`config.mk`:
```
export PLATFORM = sky130hd
export DESIGN_NAME = nn_layer_driver
export DESIGN_NICKNAME = d
export VERILOG_FILES = /design/src/rtl/nn_layer_pkg.sv /design/src/rtl/nn_sample_fifo.sv /design/src/rtl/nn_layer_driver.sv
export SDC_FILE = /design/constraint.sdc
export NUM_CORES = 1
export LEC_CHECK = 0
export CELL_PAD_IN_SITES_DETAIL_PLACEMENT = 1
export CELL_PAD_IN_SITES_GLOBAL_PLACEMENT = 1
export CORE_MARGIN = 2
export CORE_UTILIZATION = 40
export CTS_CLUSTER_DIAMETER = 200
export DETAILED_ROUTE_END_ITERATION = 10
export PLACE_DENSITY = 0.74
export REMOVE_ABC_BUFFERS = 1
export SLEW_MARGIN = 20
export SYNTH_ARGS = -nofsm -noshare
export SYNTH_HDL_FRONTEND = slang
export SYNTH_HIERARCHICAL = 1
export SYNTH_SLANG_ARGS = --single-unit
```
`constraint.sdc`:
```
create_clock -name clk -period 4.2 [get_ports clk]
set_clock_uncertainty 0.1 [all_clocks]
set_input_delay 0.63 -clock clk [delete_from_list [all_inputs] [get_ports clk]]
set_output_delay 0.63 -clock clk [all_outputs]
set_load 0.005 [all_outputs]
```
`src/rtl/nn_layer_pkg.sv`:
```
// rtl/nn_layer_pkg.sv - shared types and constants for the layer driver
package nn_layer_pkg;

  localparam int DW       = 8;
  localparam int FRAC     = 4;
  localparam int N_IN_DEF = 2;

  typedef enum logic [2:0] {
    IDLE,
    LOAD,
    CLEAR,
    RUN,
    CAPTURE,
    ABORT
  } state_t;

  typedef logic signed [DW-1:0] elem_t;
  typedef elem_t sample_t [N_IN_DEF];

endpackage

```
`src/rtl/nn_sample_fifo.sv`:
```
// rtl/nn_sample_fifo.sv - synchronous sample FIFO with registered ready flag
module nn_sample_fifo #(
  parameter int W     = 16,
  parameter int DEPTH = 4
) (
  input  logic         clk,
  input  logic         rst,
  input  logic         push,
  input  logic         pop,
  input  logic [W-1:0] wdata,
  output logic [W-1:0] rdata,
  output logic         ready,
  output logic         empty
);

  localparam int AW = $clog2(DEPTH);

  logic [W-1:0]  mem [DEPTH];
  logic [AW-1:0] wptr_q, rptr_q;
  logic [AW:0]   count_q, count_d;
  logic          ready_q;
  logic          do_push, do_pop;

  // A push while full is still taken when the same cycle pops a slot free.
  assign do_pop  = pop && (count_q != '0);
  assign do_push = push && ((count_q != (AW+1)'(DEPTH)) || do_pop);

  always_comb begin
    count_d = count_q;
    if (do_push && !do_pop) count_d = count_q + 1'b1;
    if (!do_push && do_pop) count_d = count_q - 1'b1;
  end

  always_ff @(posedge clk) begin
    if (!rst) begin
      wptr_q  <= '0;
      rptr_q  <= '0;
      count_q <= '0;
      ready_q <= 1'b0;
    end else begin
      if (do_push) wptr_q <= wptr_q + 1'b1;
      if (do_pop)  rptr_q <= rptr_q + 1'b1;
      count_q <= count_d;
      ready_q <= (count_d != (AW+1)'(DEPTH));
    end
  end

  always_ff @(posedge clk) begin
    if (do_push) mem[wptr_q] <= wdata;
  end

  assign rdata = mem[rptr_q];
  assign ready = ready_q;
  assign empty = (count_q == '0);

endmodule

```
`src/rtl/nn_layer_driver.sv`:
```
// rtl/nn_layer_driver.sv - buffers samples, sequences one-shot layer runs, captures results
module nn_layer_driver
  import nn_layer_pkg::*;
#(
  parameter int N_IN    = 2,
  parameter int DW      = nn_layer_pkg::DW,
  parameter int IDXW    = 1,
  parameter int DEPTH   = 4,
  parameter int TIMEOUT = 64
) (
  input  logic               clk,
  input  logic               rst,
  input  logic               s_valid,
  output logic               s_ready,
  input  logic [N_IN*DW-1:0] s_data,
  output logic               l_rst,
  output logic               l_req,
  input  logic [IDXW-1:0]    l_idx,
  output logic [DW-1:0]      l_x,
  input  logic               l_ack,
  input  logic [DW-1:0]      l_a,
  output logic               r_valid,
  input  logic               r_ready,
  output logic [DW-1:0]      r_data,
  output logic               busy,
  output logic               err
);

  localparam int CW = $clog2(TIMEOUT);

  state_t             state_q, state_d;
  logic [N_IN*DW-1:0] hold_q, fifo_rdata;
  logic [CW-1:0]      cnt_q;
  logic               fifo_empty;
  logic               layer_rst_q;
  logic               at_timeout;

  nn_sample_fifo #(
    .W    (N_IN*DW),
    .DEPTH(DEPTH)
  ) u_fifo (
    .clk  (clk),
    .rst  (rst),
    .push (s_valid && s_ready),
    .pop  (state_q == LOAD),
    .wdata(s_data),
    .rdata(fifo_rdata),
    .ready(s_ready),
    .empty(fifo_empty)
  );

  assign at_timeout = (cnt_q == CW'(TIMEOUT - 1));

  always_comb begin
    state_d = state_q;
    case (state_q)
      IDLE:    if (!fifo_empty && !r_valid) state_d = LOAD;
      LOAD:    state_d = CLEAR;
      CLEAR:   state_d = RUN;
      RUN: begin
        if (l_ack)           state_d = CAPTURE;
        else if (at_timeout) state_d = ABORT;
      end
      CAPTURE: state_d = IDLE;
      ABORT:   state_d = IDLE;
      default: state_d = IDLE;
    endcase
  end

  // The layer stays in reset until the first clean cycle after driver reset.
  assign l_rst = layer_rst_q || (state_q == CLEAR) || (state_q == ABORT);
  assign l_req = (state_q == RUN);
  assign busy  = (state_q != IDLE);

  always_comb begin
    l_x = '0;
    for (int i = 0; i < N_IN; i++) begin
      if (l_idx == IDXW'(i)) l_x = hold_q[i*DW +: DW];
    end
  end

  always_ff @(posedge clk) begin
    if (!rst) begin
      state_q     <= IDLE;
      hold_q      <= '0;
      cnt_q       <= '0;
      r_valid     <= 1'b0;
      r_data      <= '0;
      err         <= 1'b0;
      layer_rst_q <= 1'b1;
    end else begin
      layer_rst_q <= 1'b0;
      state_q     <= state_d;
      if (state_q == LOAD) hold_q <= fifo_rdata;
      if (state_q == CLEAR)                 cnt_q <= '0;
      else if (state_q == RUN && !at_timeout) cnt_q <= cnt_q + 1'b1;
      // Result is captured on the ack edge so r_valid follows l_ack by one cycle.
      if (state_q == RUN && l_ack) begin
        r_data  <= l_a;
        r_valid <= 1'b1;
      end else if (r_valid && r_ready) begin
        r_valid <= 1'b0;
      end
      if (state_q == ABORT) err <= 1'b1;
    end
  end

endmodule

```
## Word-level counts from Yosys, hierarchy flattened

Memory sizes are Yosys's and may differ from the RTL's. A register that Yosys moved wholly into a read port is not among the register bits.
Index checks and enable logic that the tools add are counted.

| operators by class | value |
|---|---|
| multiplexer cells | 12 |
| bitwise logic cells | 1 |
| $lt $le $gt $ge | 0 |
| $add $sub $neg | 5 |
| divide/modulo/power cells | 0 |
| reductions and logical operators | 25 |
| shift-type cells | 0 |
| equality and inequality tests | 9 |
| $mul | 0 |

Operators by type and width:

| operator | count |
|---|---|
| 2-to-1 mux 3 bit | 5 |
| case mux 3 bit (4 select lines) | 1 |
| logical AND 1 bit | 9 |
| 2-to-1 mux 8 bit | 1 |
| adder 6 x 1 -> 6 bit, second input constant | 1 |
| equality test 3 x 2 -> 1 bit, second input constant | 2 |
| equality test 6 bit, second input constant | 1 |
| logical NOT 1 bit | 6 |
| logical NOT 3 bit | 2 |
| inequality test 3 bit, second input constant | 2 |
| nonzero test 3 bit | 2 |
| 2-to-1 mux 1 bit | 5 |
| adder 2 x 1 -> 2 bit, second input constant | 2 |
| adder 3 x 1 -> 3 bit, second input constant | 1 |
| equality test 3 x 1 -> 1 bit, second input constant | 1 |
| equality test 3 bit, second input constant | 1 |
| logical OR 1 bit | 3 |
| inequality test 3 x 1 -> 1 bit, second input constant | 1 |
| subtractor 3 x 1 -> 3 bit, second input constant | 1 |
| inequality test 2 bit, second input constant | 1 |
| AND reduction 2 bit | 1 |
| nonzero test 2 bit | 1 |
| OR reduction 2 bit | 1 |
| NOT 1 bit | 1 |

| storage, ports and cells | value |
|---|---|
| bits in registers | 28 |
| memories | 1 |
| bits in read-only memories | 0 |
| word-level logic and storage cells | 63 |
| bits in latches | 0 |
| input bits | 30 |
| RAM bits | 64 |

Memories:

| memory | words | bits a word | rd ports | clocked after memory_dff | write ports | RTL line | RTL |
|---|---|---|---|---|---|---|---|
| u_fifo.mem | 4 | 16 | 1 | 1 | 1 | nn_sample_fifo.sv:18 | `logic [W-1:0] mem [DEPTH];` |

## Logic depth before layout (Yosys ltp)

| logic depth | value |
|---|---|
| depth in word-level cells | 8 |
| depth in mapped cells | 9 |
| mapped depth without buffers | 7 |

## Modules after synthesis

Netlist, hierarchy kept.

By module, submodules not included:

| module | area an instance (um2) | cells an instance | times used |
|---|---|---|---|
| nn_sample_fifo | 2970.3 | 160 | 1 |
| nn_layer_driver | 1576.5 | 181 | 1 |

## Worst setup path before layout

OpenSTA, ideal clock, no wires.

| timing | value |
|---|---|
| path kind | reg-to-reg |
| start point | register state_q[2] |
| end point | memory u_fifo.mem[0][0], enable pin |
| path buffers | 3 |
| stages on the path, launching flop included | 8 |
| slack | 1.861 ns |
| clock period less this slack | 2.339 ns |
| data arrival time | 1.866 ns |
| data required time | 3.726 ns |
| path through | dfxtp_1 -> or3b_1 -> buf_6 -> clkinv_4 -> buf_12 -> buf_2 -> o21a_1 -> and2_1 |

| between the ends | value |
|---|---|
| longest elaborated chain between the ends | 6 |

RTL lines:

| element | RTL line | RTL |
|---|---|---|
| start, declared | nn_layer_driver.sv:31 | `state_t state_q, state_d;` |
| start signal, assigned | nn_layer_driver.sv:93 | `state_q <= state_d;` |
| equality test 3 x 1 -> 1 bit | nn_layer_driver.sv:45 | `.pop (state_q == LOAD),` |
| logical AND 1 bit | nn_sample_fifo.sv:25 | `assign do_pop = pop && (count_q != '0);` |
| logical OR 1 bit | nn_sample_fifo.sv:26 | `assign do_push = push && ((count_q != (AW+1)'(DEPTH)) \|\| do_pop);` |
| logical AND 1 bit | nn_sample_fifo.sv:26 |  |
| 2-to-1 mux 1 bit | nn_sample_fifo.sv:49 | `if (do_push) mem[wptr_q] <= wdata;` |
| 2-to-1 mux 1 bit (implied by the code) | nn_sample_fifo.sv:49 |  |
| end, declared | nn_sample_fifo.sv:18 |  |

No other way between the ends.

## Worst setup path after layout

| timing | value |
|---|---|
| start point | input port l_idx |
| end point | output port l_x[0] |

| between the ends | value |
|---|---|
| longest elaborated chain between the ends | 1 |

RTL lines:

| element | RTL line | RTL |
|---|---|---|
| start, declared | nn_layer_driver.sv:18 | `input logic [IDXW-1:0] l_idx,` |
| 2-to-1 mux 8 bit | nn_layer_driver.sv:78 | `if (l_idx == IDXW'(i)) l_x = hold_q[i*DW +: DW];` |
| end, declared | nn_layer_driver.sv:19 | `output logic [DW-1:0] l_x,` |

No other way between the ends.

==> impl_metrics.prom <==
# TYPE chip_impl_metric gauge
chip_impl_info{name="cts_root_buf",value="clkbuf_16"} 1
chip_impl_metric{name="dp_worst_setup_slack",unit="ns"} 1.16
chip_impl_info{name="top_layer",value="met4"} 1
chip_impl_metric{name="maxCapViolations",unit=""} 0
chip_impl_metric{name="cts-hold-fix-buffers",unit=""} 0
chip_impl_metric{name="drc",unit=""} 0
chip_impl_metric{name="detail_route.first_pass.iterations",unit=""} 4
chip_impl_metric{name="drt.antenna.violating_nets",unit=""} 0
chip_impl_metric{name="insertedDiodeCount",unit=""} 0
chip_impl_metric{name="wl_per_cell",unit="µm"} 17.3
chip_impl_metric{name="fillerInstances",unit=""} 1130
chip_impl_info{name="path_cells",value="clkdlybuf4s50_1 -> mux2_2 -> clkdlybuf4s50_1"} 1
chip_impl_metric{name="grt_overflow",unit=""} 0
chip_impl_metric{name="initial_core_util",unit="%"} 41.4
chip_impl_info{name="setup.worst_path.start_class",value="input port"} 1
chip_impl_info{name="netlist_top_cells_area",value="edfxtp_1 42%, dfxtp_1 20%, mux4_2 7.9%, nand2_1 4.5%, ha_1 2.2%"} 1
chip_impl_metric{name="worst-path-buf-inv",unit=""} 2
chip_impl_metric{name="timing.critical_path.slowest_cell_delay",unit="ns"} 0.77
chip_impl_info{name="outcome",value="finished, final reports clean"} 1
chip_impl_metric{name="sequential_cell_area",unit="mm²"} 0.00284
chip_impl_metric{name="area_growth_syn_to_layout",unit="%"} 18.7
chip_impl_metric{name="crit_path_max_fanout",unit=""} 8
chip_impl_info{name="synthFlopType",value="edfxtp_1"} 1
chip_impl_metric{name="route.met3.wl",unit="µm"} 405
chip_impl_metric{name="vias",unit=""} 2766
chip_impl_metric{name="floorplan.rows",unit=""} 38
chip_impl_metric{name="power_leakage",unit="nW"} 1.78
chip_impl_metric{name="ir_drop",unit="µV"} 267
chip_impl_info{name="synth_most_common_cell",value="edfxtp_1"} 1
chip_impl_metric{name="boundaryPins",unit=""} 52
chip_impl_metric{name="mappedNetlistArea",unit="mm²"} 0.00455
chip_impl_metric{name="async_s_r_ff_share_synth",unit="%"} 0
chip_impl_metric{name="grt_pass1_wl",unit="µm"} 15400
chip_impl_metric{name="cts_repair_resize_count",unit=""} 0
chip_impl_metric{name="setup_tns",unit="ns"} 0
chip_impl_info{name="setup.worst_path.end_class",value="output port"} 1
chip_impl_info{name="synthDominantAreaCellType",value="edfxtp_1"} 1
chip_impl_metric{name="h-tree-depth",unit=""} 3
chip_impl_metric{name="worst_case_setup_margin_in_the_final_layout",unit="ns"} 1.21
chip_impl_metric{name="final-setup-viol-count",unit=""} 0
chip_impl_metric{name="post_route_cells_drive_above_1_share",unit="%"} 15.3
chip_impl_metric{name="ys_warn_count",unit=""} 6
chip_impl_metric{name="ys_ff_latch",unit=""} 110
chip_impl_metric{name="floorplan.die_area",unit="mm²"} 0.0122
chip_impl_info{name="crit_type",value="in2out"} 1
chip_impl_metric{name="die_h",unit="µm"} 111
chip_impl_metric{name="grt_util_overall",unit="%"} 15.7
chip_impl_metric{name="worst_slew_margin_rel",unit="%"} 41.5
chip_impl_metric{name="p_total",unit="mW"} 2.82
chip_impl_metric{name="routability_congestion",unit=""} 0.730
chip_impl_info{name="setup_repair_after_global_routing_missed_its_margin",value="no"} 1
chip_impl_metric{name="slew_violations",unit=""} 0
chip_impl_metric{name="wl_met2",unit="µm"} 4590
chip_impl_metric{name="synth-edff-count",unit=""} 64
chip_impl_info{name="tritoncts_clock_tree",value="built"} 1
chip_impl_metric{name="clkTransAtPathRegs",unit="ns"} 0.07
chip_impl_metric{name="clock.fmax",unit="GHz"} 0.335
chip_impl_metric{name="grt_max_degree",unit=""} 29
chip_impl_info{name="timing.critical_path.mode_cell",value="clkdlybuf4s50_1"} 1
chip_impl_metric{name="period_needed",unit="ns"} 2.99
chip_impl_metric{name="cts_setup_buffers",unit=""} 0
chip_impl_metric{name="crit_required",unit="ns"} 3.47
chip_impl_metric{name="synth_top_area_share",unit="%"} 42.3
chip_impl_metric{name="number_of_antenna_violations_at_the_first_check_in_global_routing",unit=""} 0
chip_impl_metric{name="detail_route.iter0.violations",unit=""} 138
chip_impl_metric{name="multi_input_area",unit="mm²"} 0.00152
chip_impl_metric{name="fp.coreArea",unit="mm²"} 0.0110
chip_impl_metric{name="pwr_density_cell",unit="mW/mm²"} 522
chip_impl_metric{name="detail_route.wirelength.met1",unit="µm"} 4060
chip_impl_info{name="min-delay-path-class",value="reg2reg"} 1
chip_impl_metric{name="syn-instance-count",unit=""} 341
chip_impl_metric{name="synth_cell_types",unit=""} 55
chip_impl_metric{name="postSynthAreaPerCell",unit="µm²"} 13.3
chip_impl_metric{name="clock_insertion_delay_worst_skew",unit="ns"} 0.34
chip_impl_metric{name="cts.sink_count",unit=""} 110
chip_impl_metric{name="crit_arrival",unit="ns"} 2.26
chip_impl_metric{name="report.final.hold_viol_count",unit=""} 0
chip_impl_info{name="critical_path.slowest_cell",value="clkdlybuf4s50_1"} 1
chip_impl_metric{name="fp.dieW",unit="µm"} 111
chip_impl_metric{name="grt_pass1_vias",unit=""} 2926
chip_impl_metric{name="port_buffers",unit=""} 51
chip_impl_metric{name="per_cell_via_count_in_the_routed_design",unit=""} 5.20
chip_impl_info{name="most_used_standard_cells_in_the_synthesized_netlist",value="64 x edfxtp_1, 54 x nand2_1, 46 x dfxtp_1"} 1
chip_impl_metric{name="net_total_in_the_final_layout",unit=""} 425
chip_impl_metric{name="cts.path.max_buffers",unit=""} 2
chip_impl_metric{name="synth.yosys.seq_area_share",unit="%"} 62.5
chip_impl_info{name="crit_family",value="buffers and inverters"} 1
chip_impl_metric{name="wirelength",unit="µm"} 9180
chip_impl_metric{name="worst_pin_slew",unit="ns"} 0.877
chip_impl_metric{name="fin_crit_share",unit="%"} 71.1
chip_impl_metric{name="cts_made_buffers",unit=""} 9
chip_impl_metric{name="dp.final_hpwl",unit="µm"} 6170
## state kept, by name, summed over array words and instances, names as in the netlist, named ones only
register / cells
r_valid: 1
u_fifo/wptr_q: 2
u_fifo/ready: 1
u_fifo/rptr_q: 2
r_data: 8
cnt_q: 6
err: 1
u_fifo/count_q: 3
layer_rst_q: 1
u_fifo/mem: 64
state_q: 3
hold_q: 16
## logic make-up (layout without fill, tap and decap cells)
| family | count (synthesis) | in the layout | synth area share (%) |
|---|---|---|---|
| buffers and inverters | 32 | 83 | 3.99 |
| adder cells (fa/ha/maj) | 8 | 8 | 2.20 |
| AO/OA/AOI/OAI | 48 | 48 | 7.10 |
| multiplexers | 30 | 30 | 11.2 |
| XOR/XNOR | 3 | 3 | 0.578 |
| flip-flops | 110 | 110 | 62.5 |
| AND/OR/NAND/NOR | 110 | 110 | 12.4 |
## routing by layer
layer | GRT usage [%] | vias up
met4 | 5.58 | 0
met1 | 19.9 | 1358
li1 | - | 1338
met3 | 2.63 | 11
met2 | 27.1 | 59
met5 | 0 | -
## final cells by class
cell class,count,area share [%]
flip-flops and latches,110,52.7
inverters,14,1.07
clock buffers,11,4.31
multi-input cells,199,28.2
well taps,140,3.24
repair buffers,53,9.73
clock inverters,5,0.765
## report_power, final
group / total (mW) / switching, mW / internal (mW) / leakage [nW]
sequential: 1.38 / 0.0935 / 1.28 / 0.957
clock: 0.786 / 0.376 / 0.410 / 0.132
combinational: 0.657 / 0.343 / 0.313 / 0.692
total: 2.82 / 0.813 / 2.01 / 1.78
## worst register-to-register path: stages, from the launching register on
cell      delay [ns]
dfxtp_1         0.50
or3b_1          0.38
buf_4           0.22
clkinv_4        0.20
o21a_1          0.28
and2_1          0.74
## placed cells by master, fill, tap and decap left out, drive strengths merged, types with 2 or more instances in the layout
cell type      count
and3               2
nor2b              3
edfxtp            64
a2111oi            2
mux4              16
or3b               2
buf                2
and2               5
clkdlybuf4s50     51
inv               15
ha                 8
mux2               8
nand2b             6
nand2             54
dfxtp             46
clkinv             3
or3                2
a31oi              4
o21ai              4
a21oi             28
nor2               8
nor3               3
nand4b             2
nand3             10
xor2               2
mux2i              6
clkbuf            11
nand3b             7
## path summary, 6_finish.rpt
check | start | endpoint | slack (ns) | cells after the start
worst max-delay path | l_idx | l_x[0] | 1.21 | 3
worst min-delay path | hold_q[0] | hold_q[0] | 0.36 | 2
worst max register to register | state_q[0] | u_fifo/mem[2][0] | 1.40 | 5
worst min register to register | hold_q[0] | hold_q[0] | 0.36 | 2
## per-stage QoR
step,std cells,hold slack (ns),util (%),area (µm²)
after global routing,532,0.377,49.2,5400
after detailed placement,516,0.348,46.7,5120
after CTS,532,0.358,49.1,5400
after global placement,516,0.343,46.7,5120
after floorplan,323,0.334,-,4420
final,532,0.358,49.2,5400
(Power assumes the default switching activity.)
